--- src/rtl/adder_share_ctrl_if.sv ---
// Handshake bundle between two requesters, the result consumer and the shared
// N-bit adder slice. The master side is the environment, the slave side the controller.
interface adder_share_ctrl_if #(
    parameter int N     = 4,
    parameter int WORDS = 4
);
    localparam int W = N * WORDS;

    logic         req0_valid;
    logic         req0_ready;
    logic [W-1:0] req0_a;
    logic [W-1:0] req0_b;
    logic         req0_cin;

    logic         req1_valid;
    logic         req1_ready;
    logic [W-1:0] req1_a;
    logic [W-1:0] req1_b;
    logic         req1_cin;

    logic         res_valid;
    logic         res_ready;
    logic         res_id;
    logic [W-1:0] res_sum;
    logic         res_cout;

    logic [N-1:0] add_a;
    logic [N-1:0] add_b;
    logic         add_cin;
    logic [N-1:0] add_sum;
    logic         add_cout;

    modport master (
        output req0_valid, req0_a, req0_b, req0_cin,
        input  req0_ready,
        output req1_valid, req1_a, req1_b, req1_cin,
        input  req1_ready,
        input  res_valid, res_id, res_sum, res_cout,
        output res_ready,
        input  add_a, add_b, add_cin,
        output add_sum, add_cout
    );

    modport slave (
        input  req0_valid, req0_a, req0_b, req0_cin,
        output req0_ready,
        input  req1_valid, req1_a, req1_b, req1_cin,
        output req1_ready,
        output res_valid, res_id, res_sum, res_cout,
        input  res_ready,
        output add_a, add_b, add_cin,
        input  add_sum, add_cout
    );
endinterface

--- src/rtl/adder_share_ctrl.sv ---
// Two-requester arbiter that time-multiplexes one external N-bit adder slice,
// computing each W = N*WORDS bit sum as WORDS LSB-first slice additions.
module adder_share_ctrl #(
    parameter int N     = 4,
    parameter int WORDS = 4
) (
    input  logic               clk,
    input  logic               rst_n,
    adder_share_ctrl_if.slave  bus
);
    localparam int W  = N * WORDS;
    localparam int KW = (WORDS > 1) ? $clog2(WORDS) : 1;
    localparam logic [KW-1:0] KLAST = KW'(WORDS - 1);

    typedef enum logic [1:0] {IDLE, RUN, DONE} state_t;

    state_t       state;
    logic [KW-1:0] k;
    logic         last_grant;
    logic         id_reg;
    logic         cin_reg;
    logic         carry_reg;
    logic [W-1:0] a_reg;
    logic [W-1:0] b_reg;
    logic [W-1:0] sum_reg;
    logic [W-1:0] sum_nxt;

    logic         res_valid_q;
    logic         res_id_q;
    logic         res_cout_q;
    logic [W-1:0] res_sum_q;

    logic         any_req;
    logic         gnt1;

    // Requester 1 wins only when alone or when requester 0 was served last.
    always_comb begin
        any_req = bus.req0_valid | bus.req1_valid;
        gnt1    = bus.req1_valid & (~bus.req0_valid | ~last_grant);
    end

    // Ready is gated with rst_n so every output reads 0 while reset is held.
    assign bus.req0_ready = rst_n & (state == IDLE) & bus.req0_valid & ~gnt1;
    assign bus.req1_ready = rst_n & (state == IDLE) & gnt1;

    always_comb begin
        bus.add_a   = '0;
        bus.add_b   = '0;
        bus.add_cin = 1'b0;
        sum_nxt     = sum_reg;
        if (state == RUN) begin
            bus.add_a   = a_reg[int'(k)*N +: N];
            bus.add_b   = b_reg[int'(k)*N +: N];
            bus.add_cin = (k == '0) ? cin_reg : carry_reg;
            sum_nxt[int'(k)*N +: N] = bus.add_sum;
        end
    end

    // Result outputs are separate registers so they keep the last value while
    // the next operation overwrites sum_reg slice by slice.
    always_ff @(posedge clk or negedge rst_n) begin
        if (!rst_n) begin
            state       <= IDLE;
            k           <= '0;
            last_grant  <= 1'b1;
            id_reg      <= 1'b0;
            cin_reg     <= 1'b0;
            carry_reg   <= 1'b0;
            a_reg       <= '0;
            b_reg       <= '0;
            sum_reg     <= '0;
            res_valid_q <= 1'b0;
            res_id_q    <= 1'b0;
            res_cout_q  <= 1'b0;
            res_sum_q   <= '0;
        end else begin
            case (state)
                IDLE: begin
                    if (any_req) begin
                        a_reg      <= gnt1 ? bus.req1_a   : bus.req0_a;
                        b_reg      <= gnt1 ? bus.req1_b   : bus.req0_b;
                        cin_reg    <= gnt1 ? bus.req1_cin : bus.req0_cin;
                        id_reg     <= gnt1;
                        last_grant <= gnt1;
                        k          <= '0;
                        state      <= RUN;
                    end
                end
                RUN: begin
                    sum_reg   <= sum_nxt;
                    carry_reg <= bus.add_cout;
                    if (k == KLAST) begin
                        k           <= '0;
                        state       <= DONE;
                        res_valid_q <= 1'b1;
                        res_sum_q   <= sum_nxt;
                        res_cout_q  <= bus.add_cout;
                        res_id_q    <= id_reg;
                    end else begin
                        k <= k + 1'b1;
                    end
                end
                DONE: begin
                    if (bus.res_ready) begin
                        res_valid_q <= 1'b0;
                        state       <= IDLE;
                    end
                end
                default: state <= IDLE;
            endcase
        end
    end

    assign bus.res_valid = res_valid_q;
    assign bus.res_id    = res_id_q;
    assign bus.res_cout  = res_cout_q;
    assign bus.res_sum   = res_sum_q;
endmodule

--- src/flat_wrapper.sv ---
// flat-port wrapper written by rule: the top's interface ports become plain ports
module adder_share_ctrl_flat 
#(
    parameter int N     = 4,
    parameter int WORDS = 4
)
  (clk, rst_n, bus_req0_valid, bus_req0_a, bus_req0_b, bus_req0_cin, bus_req0_ready, bus_req1_valid, bus_req1_a, bus_req1_b, bus_req1_cin, bus_req1_ready, bus_res_valid, bus_res_id, bus_res_sum, bus_res_cout, bus_res_ready, bus_add_a, bus_add_b, bus_add_cin, bus_add_sum, bus_add_cout);
  adder_share_ctrl_if #(.N(N), .WORDS(WORDS)) bus_i ();
  input  logic clk;
  input  logic rst_n;
  input wire logic [$bits(bus_i.req0_valid)-1:0] bus_req0_valid;
  input wire logic [$bits(bus_i.req0_a)-1:0] bus_req0_a;
  input wire logic [$bits(bus_i.req0_b)-1:0] bus_req0_b;
  input wire logic [$bits(bus_i.req0_cin)-1:0] bus_req0_cin;
  output wire logic [$bits(bus_i.req0_ready)-1:0] bus_req0_ready;
  input wire logic [$bits(bus_i.req1_valid)-1:0] bus_req1_valid;
  input wire logic [$bits(bus_i.req1_a)-1:0] bus_req1_a;
  input wire logic [$bits(bus_i.req1_b)-1:0] bus_req1_b;
  input wire logic [$bits(bus_i.req1_cin)-1:0] bus_req1_cin;
  output wire logic [$bits(bus_i.req1_ready)-1:0] bus_req1_ready;
  output wire logic [$bits(bus_i.res_valid)-1:0] bus_res_valid;
  output wire logic [$bits(bus_i.res_id)-1:0] bus_res_id;
  output wire logic [$bits(bus_i.res_sum)-1:0] bus_res_sum;
  output wire logic [$bits(bus_i.res_cout)-1:0] bus_res_cout;
  input wire logic [$bits(bus_i.res_ready)-1:0] bus_res_ready;
  output wire logic [$bits(bus_i.add_a)-1:0] bus_add_a;
  output wire logic [$bits(bus_i.add_b)-1:0] bus_add_b;
  output wire logic [$bits(bus_i.add_cin)-1:0] bus_add_cin;
  input wire logic [$bits(bus_i.add_sum)-1:0] bus_add_sum;
  input wire logic [$bits(bus_i.add_cout)-1:0] bus_add_cout;
  assign bus_i.req0_valid = bus_req0_valid;
  assign bus_i.req0_a = bus_req0_a;
  assign bus_i.req0_b = bus_req0_b;
  assign bus_i.req0_cin = bus_req0_cin;
  assign bus_req0_ready = bus_i.req0_ready;
  assign bus_i.req1_valid = bus_req1_valid;
  assign bus_i.req1_a = bus_req1_a;
  assign bus_i.req1_b = bus_req1_b;
  assign bus_i.req1_cin = bus_req1_cin;
  assign bus_req1_ready = bus_i.req1_ready;
  assign bus_res_valid = bus_i.res_valid;
  assign bus_res_id = bus_i.res_id;
  assign bus_res_sum = bus_i.res_sum;
  assign bus_res_cout = bus_i.res_cout;
  assign bus_i.res_ready = bus_res_ready;
  assign bus_add_a = bus_i.add_a;
  assign bus_add_b = bus_i.add_b;
  assign bus_add_cin = bus_i.add_cin;
  assign bus_i.add_sum = bus_add_sum;
  assign bus_i.add_cout = bus_add_cout;
  adder_share_ctrl #(.N(N), .WORDS(WORDS)) u_core (.clk(clk), .rst_n(rst_n), .bus(bus_i));
endmodule
--- config.mk ---
export PLATFORM = sky130hd
export DESIGN_NAME = adder_share_ctrl_flat
export DESIGN_NICKNAME = d
export VERILOG_FILES = /design/src/rtl/adder_share_ctrl_if.sv /design/src/rtl/adder_share_ctrl.sv /design/src/flat_wrapper.sv
export SDC_FILE = /design/constraint.sdc
export NUM_CORES = 1
export LEC_CHECK = 0
export CELL_PAD_IN_SITES_DETAIL_PLACEMENT = 1
export CELL_PAD_IN_SITES_GLOBAL_PLACEMENT = 1
export CORE_AREA = 4 4 122 124
export CTS_BUF_LIST = sky130_fd_sc_hd__clkbuf_16
export DETAILED_ROUTE_END_ITERATION = 10
export DIE_AREA = 0 0 126 128
export HOLD_SLACK_MARGIN = 0.05
export PLACE_DENSITY = 0.65
export SLEW_MARGIN = 20
export SYNTH_ARGS = -nofsm -noshare
export SYNTH_HDL_FRONTEND = slang
export SYNTH_SLANG_ARGS = --single-unit
--- constraint.sdc ---
create_clock -name clk -period 2.55 [get_ports clk]
set_input_delay 0.255 -clock clk [delete_from_list [all_inputs] [get_ports clk]]
set_output_delay 0.255 -clock clk [all_outputs]
set_load 0.01 [all_outputs]
* Word level (Yosys, flattened, before mapping) *
Index checks and enable logic that the tools add are counted.

storage, ports and cells
  input bits = 76
  logic and storage cells = 62
  register bits = 75

operators by class
  reduce and logical (&&, ||, !) cells = 9
  equality and inequality tests = 6
  bitwise gates (word level) = 10
  muxes and demuxes = 18
  $add $sub $neg = 2
  shifts and indexed selects = 4

operators with widths
  operator                                                                  count
  4-bit negator with 33-bit output                                          1
  4-bit by 33-bit variable shift with 16-bit output (first input constant)  1
  4-bit by 33-bit variable part select with 16-bit output                   1
  16-bit two-way mux                                                        2
  16-bit by 5-bit variable part select with 4-bit output                    2
  16-bit bitwise mux                                                        1
  2-bit two-way mux                                                         5
  4-bit two-way mux                                                         2
  2-bit one-hot mux with 3 select lines                                     1
  2-bit AND reduction                                                       3
  3-bit AND reduction                                                       2
  1-bit bitwise AND                                                         5
  1-bit two-way mux                                                         5
  2-bit equality test (second input constant)                               2
  2-bit zero test                                                           2
  2-bit inequality test (second input constant)                             2
  2-bit one-hot mux with 2 select lines                                     1
  2-bit nonzero test                                                        2
  1-bit inverter                                                            3
  2-bit by 1-bit adder with 2-bit output (second input constant)            1
  2-bit by 1-bit equality test with 1-bit output (second input constant)    1
  2-bit by 1-bit inequality test with 1-bit output (second input constant)  1
  1-bit OR                                                                  2
  1-bit one-hot mux with 2 select lines                                     1

* Longest topological paths before layout *
  depth after elaboration = 5
  gate-level depth with buffers = 8
  depth with buffers taken out = 5

* Worst setup path before layout *
No wires, ideal clock.

  kind = register to register
  start = register u_core.k[0]
  end = register u_core.res_sum_q[13], in the netlist u_core.bus.res_sum[13]
  data arrival time = 2.075 ns
  clock period less this slack = 2.153 ns
  cell stages (with the launch flop) = 8
  path buffers = 2
  setup time = 0.077 ns
  setup slack = 0.397 ns
  cell sequence = dfrtp_1 > buf_4 > buf_2 > inv_1 > ha_1 > nor3b_1 > a32oi_1 > a21oi_1

between the ends
  cells in the longest elaborated chain, start to end = 3
  elaborated cells between the ends (all ways) = 6

ends and longest elaborated chain
  item                                                                                                                                 RTL line                 source
  start, declared                                                                                                                      adder_share_ctrl.sv:18   logic [KW-1:0] k;
  start signal, assigned                                                                                                               adder_share_ctrl.sv:100  k <= k + 1'b1;
  4-bit negator with 33-bit output                                                                                                     adder_share_ctrl.sv:55   sum_nxt[int'(k)*N +: N] = bus.add_sum;
  4-bit by 33-bit variable part select with 16-bit output / 4-bit by 33-bit variable shift with 16-bit output (equally long branches)  adder_share_ctrl.sv:55
  16-bit bitwise mux                                                                                                                   adder_share_ctrl.sv:55
  end signal, assigned                                                                                                                 adder_share_ctrl.sv:96   res_sum_q <= sum_nxt;
  end, declared                                                                                                                        adder_share_ctrl.sv:31   logic [W-1:0] res_sum_q;

Several ways; a longest one is shown, not always the timed one.
A chain may end at the register's enable or synchronous reset.

* Final worst setup path *
  start = register u_core.k[0]
  end = output port bus_add_a[1]

between the ends
  cells in the longest elaborated chain, start to end = 2

ends and longest elaborated chain
  item                                                    RTL line                source
  16-bit by 5-bit variable part select with 4-bit output  adder_share_ctrl.sv:52  bus.add_a = a_reg[int'(k)*N +: N];
  4-bit two-way mux                                       adder_share_ctrl.sv:51  if (state == RUN) begin
  end, declared                                           flat_wrapper.sv:26      output wire logic [$bits(bus_i.add_a)-1:0] bus_add_a;

No other way between the ends.

==> run summary <==
status - completed
final net count - 512
H-tree levels - 3
RSZ-0062 raised after global routing - false
final worst path period share - 93.0%
Core Region - 13800 µm²
Crit. End Element - output port
DRC viols - 0
PD cells - 1210 nW/µm²
Async SR Flop Fraction - 100%
maximum clock frequency - 0.422 GHz
row count - 43
critical path data arrival time - 2.12 ns
critical path required time - 2.30 ns
post-synth top area share - 45.5%
leakage power - 0.00241 µW
syn_nets - 400
Startpoint Class - register
Setup TNS - 0 ns
Main synth FF type - dfrtp_1
max cap viols - 0
router iterations before antenna repair - 4
Mapped Area - 4070 µm²
Yosys warning count - 0
antenna violations before repair - 0
wire per inst - 16.7 µm
Clock Skews - 0.00584 ns
total vias in the final route - 2912
Area Growth Syn to Fin - 39.2%
DIE WIDTH - 126 µm
number of flops mapped to enable cells by yosys - 0
Critical Path Start - u_core.k[0]
clock tree buffer depth - 2
Clock Sinks - 75
Final Hold Fails - 0
Min Hold Slack - 0.289 ns
pin count of the biggest net entering global routing - 73
distinct cell type count after synthesis - 40
GR Overflow Total - 0
RR Startpoint - u_core.k[0]
Final setup viols - 0
Slew Limit Headroom - 37.5%
syn_area_per_cell - 12.8 µm²
PortBufs - 105
worst slew pin tran - 0.938 ns
gpl congestion - 0.726
DR iter-0 viols - 95
die footprint - 16100 µm²
Worst-Skew Late Latency - 0.33 ns
dominant cell type by area after synthesis - dfrtp_1
Num CTS Buffers - 9
Crit Path Category - register to output port
CP Max Fanout - 9
most frequent cells in the layout - 104 x clkdlybuf4s50_1, 74 x dfrtp_1, 54 x mux2_4
clock root buffer - clkbuf_16
antenna-violating nets left - 0
vias in the first global route - 3276
Initial Util - 29.6%
min Tclk post-route - 2.37 ns
Hold WC Path Type - input port to asynchronous set/reset pin
IO Count - 106
Seq cells post-synth - 75
Total Routed Length - 10.3 mm
VDD IR-drop max - 0.000368 V
Die Ht - 128 µm
Inserted Diodes - 0
CTS tree - built
number of vias per cell - 4.74
layout cell share with drive strength beyond 1 - 25.6%
Syn Inst Count - 318
Clk pin slew, worst setup/hold paths - 0.05 ns
all-layer global routing usage - 13.4%
first-pass GRT wire length - 17.2 mm
commonest non-fill, non-tap cell in the layout - clkdlybuf4s50_1
final core utilization - 41.1%
synth top area cells - dfrtp_1 45%, mux2_4 20%, mux4_2 4.4%
HPWL Detailed - 7.75 mm
final slew viol count - 0
Seq/Total Area, Yosys - 46.1%
## cells in the mapped netlist (7+ instances only)
cell / number
and2_1: 9
mux2_2: 13
mux4_2: 8
nand3_1: 8
nor2b_1: 10
nand2_1: 16
dfrtp_1: 74
a31oi_1: 9
nor2_1: 19
nand2b_1: 7
o21ai_0: 8
a21oi_1: 18
mux2_4: 54
## final timing paths
kind	slack (ns)	to	cells past startpoint
worst max-delay path	0.18	bus_add_a[1]	4
worst min-delay path	0.29	u_core.bus.res_sum[5]	2
worst max register to register	0.69	u_core.bus.res_sum[4]	6
worst min register to register	0.49	u_core.sum_reg[15]	1
max in group asynchronous	1.14	u_core.sum_reg[2]	3
min in group clk	0.49	u_core.sum_reg[15]	1
## where the power goes
group	total, µW	internal, µW	switching (µW)
sequential	2150	1790	357
combinational	3370	1960	1400
clock	1320	844	477
## critical path: stages, from the launching register on
cell             delay [ns]
dfrtp_1                0.44
buf_12                 0.18
mux4_2                 0.50
and2_1                 0.17
clkdlybuf4s50_1        0.49
## kinds of logic (layout without fill, tap and decap cells)
group	after synthesis	after routing	share of synthesized area (%)
compound gates	55	55	8.76
fa+ha+maj	6	6	1.84
buf+inv	24	140	4.30
flops	75	75	46.1
mux	77	77	28.5
simple gates	81	81	10.5
## routing by layer
layer	share of wire [%]	up-vias	GRT usage [%]	wire (µm)
met5	0	-	0	0
met4	0.83	0	2.84	85
met3	6.6	7	4.63	678
met2	48	85	22.2	4960
met1	44	1449	16.9	4560
li1	-	1371	-	-
## per-stage QoR
| stage | power [µW] | worst slack (ns) | instances | area (µm²) |
|---|---|---|---|---|
| after CTS | 6960 | 0.133 | 614 | 5660 |
| after global routing | 7350 | 0.0625 | 614 | 5670 |
| after detailed placement | 5590 | 0.422 | 598 | 5350 |
| after floorplan | 4260 | 0.397 | 318 | 4070 |
| after global placement | 5490 | 0.500 | 598 | 5350 |
| final | 6840 | 0.178 | 614 | 5670 |
## cell type report
class / count / area (µm²)
fillers: 1510 / 8110
multi-input cells: 219 / 2030
flip-flops and latches: 75 / 1880
repair buffers: 121 / 1210
clock buffers: 9 / 225
well taps: 180 / 225
clock inverters: 6 / 81.3
inverters: 4 / 15.0
## repair_timing
item                                   4_1_cts  5_1_grt
setup buffers                                0        0
endpoints found under the hold margin        3        0
setup endpoints to repair                    0        1
hold buffers                                 1        0
gates resized for setup                      0        1
Power figures use the tool's default switching activity.
